[src/rtl/ddrphy_odt_lane_ctrl.sv]
// ddrphy_odt_lane_ctrl: per-lane ODT pulse word generator and IOD output
// delay-line tap stepper. Every lane is an independent copy of both engines.
//
// Tap stepper states:
//   state  | meaning
//   S_LOAD | dl_load pulse, cur_tap restored to DEF_TAP
//   S_IDLE | waiting for tap_req
//   S_STEP | one dl_move pulse, cur_tap moves one tap toward the target
//   S_GAP  | settle time between moves (STEP_GAP-1 cycles)
//   S_DONE | one-cycle tap_done pulse
module ddrphy_odt_lane_ctrl #(
  parameter int NUM_CH   = 2,
  parameter int GEAR     = 4,
  parameter int TAP_W    = 8,
  parameter int MAX_TAP  = 127,
  parameter int DEF_TAP  = 1,
  parameter int LAT_W    = 4,
  parameter int DUR_W    = 4,
  parameter int STEP_GAP = 4
) (
  input  logic                      FAB_CLK,
  input  logic                      TX_SYNC_RST,
  input  logic [NUM_CH-1:0]         odt_req,
  input  logic [NUM_CH*LAT_W-1:0]   odt_lat,
  input  logic [NUM_CH*DUR_W-1:0]   odt_dur,
  input  logic [NUM_CH*2-1:0]       odt_phase,
  output logic [NUM_CH-1:0]         odt_drop,
  output logic [NUM_CH*GEAR-1:0]    tx_data,
  output logic [NUM_CH*GEAR-1:0]    oe_data,
  output logic [NUM_CH-1:0]         odt_en,
  input  logic [NUM_CH-1:0]         tap_req,
  input  logic [NUM_CH*TAP_W-1:0]   tap_target,
  input  logic [NUM_CH-1:0]         tap_clear,
  input  logic [NUM_CH-1:0]         dl_out_of_range,
  output logic [NUM_CH-1:0]         dl_move,
  output logic [NUM_CH-1:0]         dl_direction,
  output logic [NUM_CH-1:0]         dl_load,
  output logic [NUM_CH*TAP_W-1:0]   cur_tap,
  output logic [NUM_CH-1:0]         tap_busy,
  output logic [NUM_CH-1:0]         tap_done,
  output logic [NUM_CH-1:0]         tap_oor
);

  localparam int GAP_W = (STEP_GAP > 2) ? $clog2(STEP_GAP - 1) : 1;

  localparam logic [GEAR-1:0]  ALL1      = '1;
  localparam logic [LAT_W-1:0] LAT_ZERO  = '0;
  localparam logic [LAT_W-1:0] LAT_ONE   = LAT_W'(1);
  localparam logic [DUR_W-1:0] DUR_ZERO  = '0;
  localparam logic [DUR_W-1:0] DUR_ONE   = DUR_W'(1);
  localparam logic [DUR_W:0]   REM_ZERO  = '0;
  localparam logic [DUR_W:0]   REM_ONE   = (DUR_W+1)'(1);
  localparam logic [TAP_W-1:0] TAP_ZERO  = '0;
  localparam logic [TAP_W-1:0] TAP_ONE   = TAP_W'(1);
  localparam logic [TAP_W-1:0] MAX_TAP_V = TAP_W'(MAX_TAP);
  localparam logic [TAP_W-1:0] DEF_TAP_V = TAP_W'(DEF_TAP);
  localparam logic [GAP_W-1:0] GAP_ZERO  = '0;
  localparam logic [GAP_W-1:0] GAP_ONE   = GAP_W'(1);
  localparam logic [GAP_W-1:0] GAP_INIT  = GAP_W'(STEP_GAP - 2);

  typedef enum logic [2:0] {
    S_LOAD = 3'd0,
    S_IDLE = 3'd1,
    S_STEP = 3'd2,
    S_GAP  = 3'd3,
    S_DONE = 3'd4
  } tap_state_t;

  for (genvar i = 0; i < NUM_CH; i++) begin : g_lane

    // ---------------- ODT pulse engine ----------------
    logic [LAT_W-1:0] w_lat;
    logic [DUR_W-1:0] w_dur;
    logic [DUR_W-1:0] w_dur_eff;
    logic [1:0]       w_phase;
    logic [DUR_W:0]   w_first_rem;

    logic             r_odt_en;
    logic             r_pend;
    logic             r_drop;
    logic [LAT_W-1:0] r_wait;
    logic [DUR_W:0]   r_rem;
    logic [1:0]       r_phase;
    logic [GEAR-1:0]  r_tx;
    logic [GEAR-1:0]  r_oe;

    assign w_lat     = odt_lat[i*LAT_W +: LAT_W];
    assign w_dur     = odt_dur[i*DUR_W +: DUR_W];
    assign w_phase   = odt_phase[i*2 +: 2];
    assign w_dur_eff = (w_dur == DUR_ZERO) ? DUR_ONE : w_dur;
    // Words still to follow the first one: d-1 full words, plus a tail word
    // carrying the leftover bits when the pulse starts mid-word.
    assign w_first_rem = (w_phase != 2'd0) ? {1'b0, w_dur_eff}
                                           : ({1'b0, w_dur_eff} - REM_ONE);

    // Accept/drop requests, count down latency, then stream head/body/tail words.
    always_ff @(posedge FAB_CLK) begin
      if (TX_SYNC_RST) begin
        r_odt_en <= 1'b0;
        r_pend   <= 1'b0;
        r_drop   <= 1'b0;
        r_wait   <= LAT_ZERO;
        r_rem    <= REM_ZERO;
        r_phase  <= 2'd0;
        r_tx     <= '0;
        r_oe     <= '1;
      end else begin
        r_oe   <= '1;
        r_drop <= odt_req[i] & r_odt_en;
        if (!r_odt_en) begin
          if (odt_req[i]) begin
            r_odt_en <= 1'b1;
            r_phase  <= w_phase;
            r_rem    <= w_first_rem;
            if (w_lat == LAT_ZERO) begin
              r_pend <= 1'b0;
              r_tx   <= ALL1 << w_phase;
            end else begin
              r_pend <= 1'b1;
              r_wait <= w_lat;
              r_tx   <= '0;
            end
          end
        end else if (r_pend) begin
          if (r_wait == LAT_ONE) begin
            r_pend <= 1'b0;
            r_tx   <= ALL1 << r_phase;
          end else begin
            r_wait <= r_wait - LAT_ONE;
          end
        end else if (r_rem == REM_ZERO) begin
          r_odt_en <= 1'b0;
          r_tx     <= '0;
        end else begin
          r_tx  <= ((r_rem == REM_ONE) && (r_phase != 2'd0)) ? ~(ALL1 << r_phase) : ALL1;
          r_rem <= r_rem - REM_ONE;
        end
      end
    end

    assign odt_en[i]                = r_odt_en;
    assign odt_drop[i]              = r_drop;
    assign tx_data[i*GEAR +: GEAR]  = r_tx;
    assign oe_data[i*GEAR +: GEAR]  = r_oe;

    // ---------------- Tap stepper ----------------
    tap_state_t       r_state, w_nxt_state;
    logic [TAP_W-1:0] r_tap, w_nxt_tap;
    logic [TAP_W-1:0] r_tgt, w_nxt_tgt;
    logic [TAP_W-1:0] w_req_tgt;
    logic [GAP_W-1:0] r_gap, w_nxt_gap;
    logic             w_step;
    logic             w_dir;
    logic             w_oor_set;
    logic             r_move, r_dir, r_load, r_done, r_busy, r_oor;

    assign w_req_tgt = tap_target[i*TAP_W +: TAP_W];

    // Next-state, next tap and move decision; outputs are registered from these.
    always_comb begin
      w_nxt_state = r_state;
      w_nxt_tap   = r_tap;
      w_nxt_tgt   = r_tgt;
      w_nxt_gap   = r_gap;
      w_step      = 1'b0;
      w_dir       = r_dir;
      w_oor_set   = 1'b0;
      case (r_state)
        S_LOAD: begin
          w_nxt_state = S_IDLE;
          w_nxt_tap   = DEF_TAP_V;
        end
        S_IDLE: begin
          if (tap_req[i]) begin
            w_nxt_tgt = w_req_tgt;
            if (w_req_tgt > MAX_TAP_V) begin
              w_oor_set   = 1'b1;
              w_nxt_state = S_DONE;
            end else if (w_req_tgt == r_tap) begin
              w_nxt_state = S_DONE;
            end else begin
              w_nxt_state = S_STEP;
              w_step      = 1'b1;
              w_dir       = (w_req_tgt > r_tap);
            end
          end
        end
        S_STEP: begin
          if (dl_out_of_range[i]) begin
            w_oor_set   = 1'b1;
            w_nxt_state = S_DONE;
          end else begin
            w_nxt_state = S_GAP;
            w_nxt_gap   = GAP_INIT;
          end
        end
        S_GAP: begin
          if (dl_out_of_range[i]) begin
            w_oor_set   = 1'b1;
            w_nxt_state = S_DONE;
          end else if (r_gap != GAP_ZERO) begin
            w_nxt_gap = r_gap - GAP_ONE;
          end else if (r_tap != r_tgt) begin
            w_nxt_state = S_STEP;
            w_step      = 1'b1;
            w_dir       = (r_tgt > r_tap);
          end else begin
            w_nxt_state = S_DONE;
          end
        end
        S_DONE:  w_nxt_state = S_IDLE;
        default: w_nxt_state = S_LOAD;
      endcase
      // Tap tracking is clamped so it can never wrap outside 0..MAX_TAP.
      if (w_step) begin
        if (w_dir && (r_tap < MAX_TAP_V)) begin
          w_nxt_tap = r_tap + TAP_ONE;
        end else if (!w_dir && (r_tap != TAP_ZERO)) begin
          w_nxt_tap = r_tap - TAP_ONE;
        end
      end
    end

    // State register plus registered IOD controls and status flags.
    always_ff @(posedge FAB_CLK) begin
      if (TX_SYNC_RST) begin
        r_state <= S_LOAD;
        r_tap   <= DEF_TAP_V;
        r_tgt   <= DEF_TAP_V;
        r_gap   <= GAP_ZERO;
        r_move  <= 1'b0;
        r_dir   <= 1'b0;
        r_load  <= 1'b1;
        r_done  <= 1'b0;
        r_busy  <= 1'b1;
        r_oor   <= 1'b0;
      end else begin
        r_state <= w_nxt_state;
        r_tap   <= w_nxt_tap;
        r_tgt   <= w_nxt_tgt;
        r_gap   <= w_nxt_gap;
        r_move  <= w_step;
        r_dir   <= w_dir;
        r_load  <= (w_nxt_state == S_LOAD);
        r_done  <= (w_nxt_state == S_DONE);
        r_busy  <= (w_nxt_state != S_IDLE);
        if (w_oor_set) begin
          r_oor <= 1'b1;
        end else if (tap_clear[i]) begin
          r_oor <= 1'b0;
        end
      end
    end

    assign dl_move[i]                = r_move;
    assign dl_direction[i]           = r_dir;
    assign dl_load[i]                = r_load;
    assign tap_done[i]               = r_done;
    assign tap_busy[i]               = r_busy;
    assign tap_oor[i]                = r_oor;
    assign cur_tap[i*TAP_W +: TAP_W] = r_tap;
  end

endmodule

[config.mk]
export PLATFORM = sky130hd
export DESIGN_NAME = ddrphy_odt_lane_ctrl
export DESIGN_NICKNAME = d
export VERILOG_FILES = /design/src/rtl/ddrphy_odt_lane_ctrl.sv
export SDC_FILE = /design/constraint.sdc
export NUM_CORES = 1
export LEC_CHECK = 0
export CAP_MARGIN = 5
export CORE_MARGIN = 2
export CORE_UTILIZATION = 50
export CTS_CLUSTER_DIAMETER = 200
export CTS_CLUSTER_SIZE = 8
export DETAILED_ROUTE_END_ITERATION = 6
export PLACE_DENSITY = 0.81
export REMOVE_ABC_BUFFERS = 1
export SLEW_MARGIN = 20
export SYNTH_ARGS = -nofsm -noshare
export SYNTH_HDL_FRONTEND = slang
export SYNTH_SLANG_ARGS = --single-unit
[constraint.sdc]
create_clock -name FAB_CLK -period 4.6 [get_ports FAB_CLK]
set_input_delay 1.38 -clock FAB_CLK [delete_from_list [all_inputs] [get_ports FAB_CLK]]
set_output_delay 1.38 -clock FAB_CLK [all_outputs]
set_load 0.02 [all_outputs]
Yosys cells after proc, flatten, opt, wreduce, memory -nomap -nowiden. Index checks and enable logic that the tools add are counted.

Shift-type cells: 4. $lt $le $gt $ge: 8. Mux-type cells: 126. Bitwise gates (word level): 6. Reduce and logical (&&, ||, !) cells: 48. Eq/ne operators: 38. $add $sub $neg: 12.

Operator list (number): two-way mux 4 bit (26); two-way mux 8 bit (8); two-way mux 1 bit (52); two-way mux 5 bit (10); two-way mux 3 bit (14); > comparator 8 bit (4); inequality test 2 bit, second input constant (14); case mux 3 bit (4 select lines) (2); nonzero test 2 bit (12); adder 8 x 1 -> 8 bit, second input constant (2); equality test 8 bit (2); > comparator 8 x 7 -> 1 bit, second input constant (2); logical NOT 4 bit (4); less-than comparator 8 x 7 -> 1 bit, second input constant (2); inequality test 8 bit (2); AND reduction 4 bit (4); nonzero test 8 bit (2); << shifter 4 x 2 -> 4 bit, first input constant (4); subtractor 8 x 1 -> 8 bit, second input constant (2); equality test 3 x 2 -> 1 bit, second input constant (4); equality test 3 bit, second input constant (4); logical NOT 3 bit (4); two-way mux 2 bit (6); case mux 1 bit (2 select lines) (6); 20 further kinds (50).

Register bits after elaboration: 90. Output and inout bits: 48. Input bits: 46.

Depth between registers and ports, before layout.
Word-level depth: 10. Gate-level depth with buffers: 10.

Worst setup path before layout. OpenSTA, ideal clock, no wires.

Kind: input to register. Start: input tap_target[13]. End: register g_lane[1].r_tap[1]. Required time: 4.497 ns. Stages on the path: 8. Arrival: 3.369 ns. Setup slack: 1.127 ns. Path buffers: 0. Cell sequence: ha_1 a211oi_1 nor2_1 o31a_1 o32a_4 nor4_4 a211oi_2 a2111oi_2.

Cells in the longest elaborated chain, start to end: 10.

RTL lines: start: declaration (RTL line 32) `input logic [NUM_CH*TAP_W-1:0] tap_target,`; > comparator 8 bit / equality test 8 bit (equally long branches) (RTL line 184, 179); two-way mux 1 bit (RTL line 179) `end else if (w_req_tgt == r_tap) begin`; two-way mux 1 bit (RTL line 176) `if (w_req_tgt > MAX_TAP_V) begin`; two-way mux 1 bit (RTL line 174) `if (tap_req[i]) begin`; case mux 1 bit (2 select lines) (RTL line 168) `case (r_state)`; logical NOT 1 bit (RTL line 218) `end else if (!w_dir && (r_tap != TAP_ZERO)) begin`; logical AND 1 bit (RTL line 218); two-way mux 8 bit (RTL line 218); two-way mux 8 bit (RTL line 216) `if (w_dir && (r_tap < MAX_TAP_V)) begin`; two-way mux 8 bit (*) (RTL line 215) `if (w_step) begin`; end signal: assignment (RTL line 239) `r_tap <= w_nxt_tap;`; end: declaration (RTL line 148) `logic [TAP_W-1:0] r_tap, w_nxt_tap;`.

Mark *: on every way between the ends. The rest lies on a longest branch, timed or not. A chain may end at the register's enable or synchronous reset.

Worst setup path after layout.
Start: input tap_target[15]. End: register g_lane[1].r_tap[1].

Same word-level chain as after synthesis.

==> impl_metrics.ini <==
[power_and_ir_drop]
finalPower_uw = 2290
switching_share_pct = 34.7
clockPowerShare_pct = 32.8
p_int_uw = 1500
switchingPower_uw = 794
p_leak_uw = 0.00276
comb_power_share_pct = 27.6
seq_power_share_pct = 39.6
powerDensity_nw_per_um2 = 314
vdd_drop_max_mv = 0.187

[clocking]
cts-root-buf = clkbuf_16
clkTransAtPathRegs_ns = 0.07
clk_latency_ns = 0.36
clkSinkCount = 90
htree_levels = 3
cts_buffer_depth = 2
postCtsHoldBufs = 0
cts_resized = 0
cts_made_buffers = 9
cts_tree = done
cts_setup_buffers = 0

[floorplan]
die_w_um = 115
core_area_sq_um = 12100
rows = 40
boundaryPins = 94
die_y_um = 115
start_util_pct = 51.3
dieArea_sq_um = 13300

[placement]
port-buffer-count = 85
hpwl_um = 11300
routabilityCongestion = 0.976

[final_layout]
num-fill-cells = 1118
seqCellArea_sq_um = 1800
multiInputGateArea_sq_um = 3920
drive_gt1_share_pct = 6.03
antennaDiodeCount = 0
area_delta_synth_final_pct = 17.8
post-route-util_pct = 60.4
fin_nets = 939

[critical_path]
crit_fanout = 6
endpoint_kind = flop
crit_family = compound AO/OA/AOI/OAI gates
path_cells = clkdlybuf4s50_1, ha_1, nand4_1, o21ai_1, o31a_1, o32a_4, nor4_4, a211oi_2, a2111oi_2
startpoint_type = input port
path_buf_inv = 1
worstPathRequired_ns = 4.86
crit_type = input port to flop
crit_path_top_delay_cell = clkdlybuf4s50_1
critPathArrivalTime_ns = 4.08
slowest_delay_ns = 0.59

[synthesis]
syn_inst = 790
synth_flop_cell = dfxtp_1
syn_area_sq_um = 6190
yosysSeqAreaShare_pct = 29.1
ys_async_sr_fraction_pct = 0
ys_seq_elements = 90
yosys_warnings = 0
ys_types = 79
synth_edf_count = 0
avgSynthCellArea_sq_um = 7.83

[global_route]
antenna_found_initial = 0
grt_pass1_vias = 5309
grt_usage_pct = 23.6
grt_max_degree = 42
grt_pass1_wl_um = 25400
grt_overflow_total = 0

[timing]
fmax_ghz = 0.262
finalSetupTns_ns = 0
fin_crit_ns = 3.82
whs_ns = 0.464
rsz0062_at_grt = no
setup_viol = 0
finalClockSkew_ns = 0.00594
fin_crit_sh_pct = 83.1
worst_pin_slew_ns = 0.895
drv_slew = 0
max_slew_margin_pct = 40.1
finalHoldViolCount = 0

[drt]
final_antenna_net_count = 0
vias = 5929
drtPass1Iterations = 7
drc_errors = 0
finalWirelength_um = 15500
drt-initial-drc-count = 435
viasPerCell = 5.85
wl_per_cell_um = 15.3

[run_status]
status = finished, final reports clean

[run]
max_cap_viol_count = 0

[worst_hold_path]
hp-class = flop to flop
## state kept, by name, indices dropped and copies added (netlist names), 4 cells and up
register,flops
g_lane.r_wait,8
g_lane.r_state,6
g_lane.r_gap,4
g_lane.r_tx,8
g_lane.r_rem,10
g_lane.r_tap,16
g_lane.r_tgt,16
g_lane.r_phase,4
## routing by layer
metal | GRT usage [%] | up-vias | routed length [um]
met5 | 0 | - | 0
met4 | 11.6 | 0 | 369
met3 | 3.11 | 27 | 929
met2 | 37.1 | 212 | 7130
met1 | 32.0 | 2730 | 7040
li1 | - | 2960 | -
## through the flow
stage / setup WS (ns) / std cells / area (sq um)
after floorplan: 0.977 / 739 / 5890
after global placement: 0.535 / 998 / 6990
after detailed placement: 0.446 / 998 / 6990
after CTS: 0.819 / 1014 / 7290
after global routing: 0.639 / 1014 / 7290
final: 0.780 / 1014 / 7290
## cell usage after synthesis (5+ instances only)
library cell / number / share of area, %
mux2i_1: 11 / 1.8
dfxtp_1: 90 / 29
a211oi_1: 15 / 1.8
nor2b_1: 12 / 1.2
o211ai_1: 14 / 1.7
xnor2_1: 9 / 1.3
a311oi_1: 6 / 0.85
nor2_1: 81 / 4.9
ha_1: 52 / 11
o21ai_0: 34 / 2.7
a21o_1: 7 / 0.85
clkbuf_1: 27 / 1.6
nand2b_1: 12 / 1.2
nand3_1: 27 / 2.2
buf_4: 25 / 3.0
nor4_1: 6 / 0.61
nor3_1: 21 / 1.7
o31a_1: 5 / 0.71
a22oi_1: 5 / 0.61
and3_1: 10 / 1.0
a21oi_1: 67 / 5.4
or3_1: 6 / 0.61
or2_2: 7 / 0.71
nand4_1: 10 / 1.0
a31oi_1: 19 / 1.9
nand2_1: 75 / 4.5
inv_1: 45 / 2.7
## final cells by class
type	count	area share, %
multi-input combinational	603	53.7
sequential	90	24.7
timing repair buffer	91	12.2
clock buffer	9	3.09
tap	168	2.88
inverter	46	2.37
clock inverter	7	0.978
## layout by cell type, fill, tap and decap left out, types with 10 or more instances in the layout
cell              n
nor2_1           81
inv_1            45
a211oi_1         15
a21oi_1          67
nor2b_1          12
ha_1             52
and3_1           10
o21ai_0          34
nand3_1          27
nand4_1          10
nor3_1           21
a31oi_1          19
mux2i_1          11
clkdlybuf4s50_1  84
nand2b_1         12
dfxtp_1          90
nand2_1          75
o211ai_1         14
## worst reg2reg max path, delay by kind of cell (launching register included)
kind,cells,cell delay (ns)
adders and majority gates,1,0.35
DFF,1,0.51
AOI/OAI and AO/OA,4,1.20
buffers and inverters,1,0.19
and+or+nand+nor,2,0.69
## cell families after synthesis
| family | Yosys count | synth area share (%) |
|---|---|---|
| compound gates | 233 | 26.2 |
| xor+xnor | 10 | 1.42 |
| fa+ha+maj | 52 | 10.5 |
| buf+inv | 104 | 7.99 |
| flops | 90 | 29.1 |
| mux | 11 | 1.78 |
| other cells | 1 | 0.0606 |
| simple gates | 289 | 22.9 |
## power groups by stage
stage / registers, uW / clock network [uW] / logic, uW
4_1_cts: 904 / 768 / 629
3_5_place_dp: 922 / 0 / 624
6_report: 906 / 751 / 633
5_1_grt: 917 / 796 / 705
2_1_floorplan: 944 / 0 / 385
3_3_place_gp: 921 / 0 / 615
## final timing paths
kind	start	endpoint	slack, ns	cells past startpoint
min	g_lane[1].r_tgt[1]	g_lane[1].r_tgt[1]	0.46	2
max	tap_target[15]	g_lane[1].r_tap[1]	0.78	9
min reg2reg	g_lane[1].r_tgt[1]	g_lane[1].r_tgt[1]	0.46	2
max reg2reg	g_lane[1].r_tap[3]	g_lane[1].r_tap[1]	1.58	8
No activity file was read; power rests on OpenSTA's default activity.
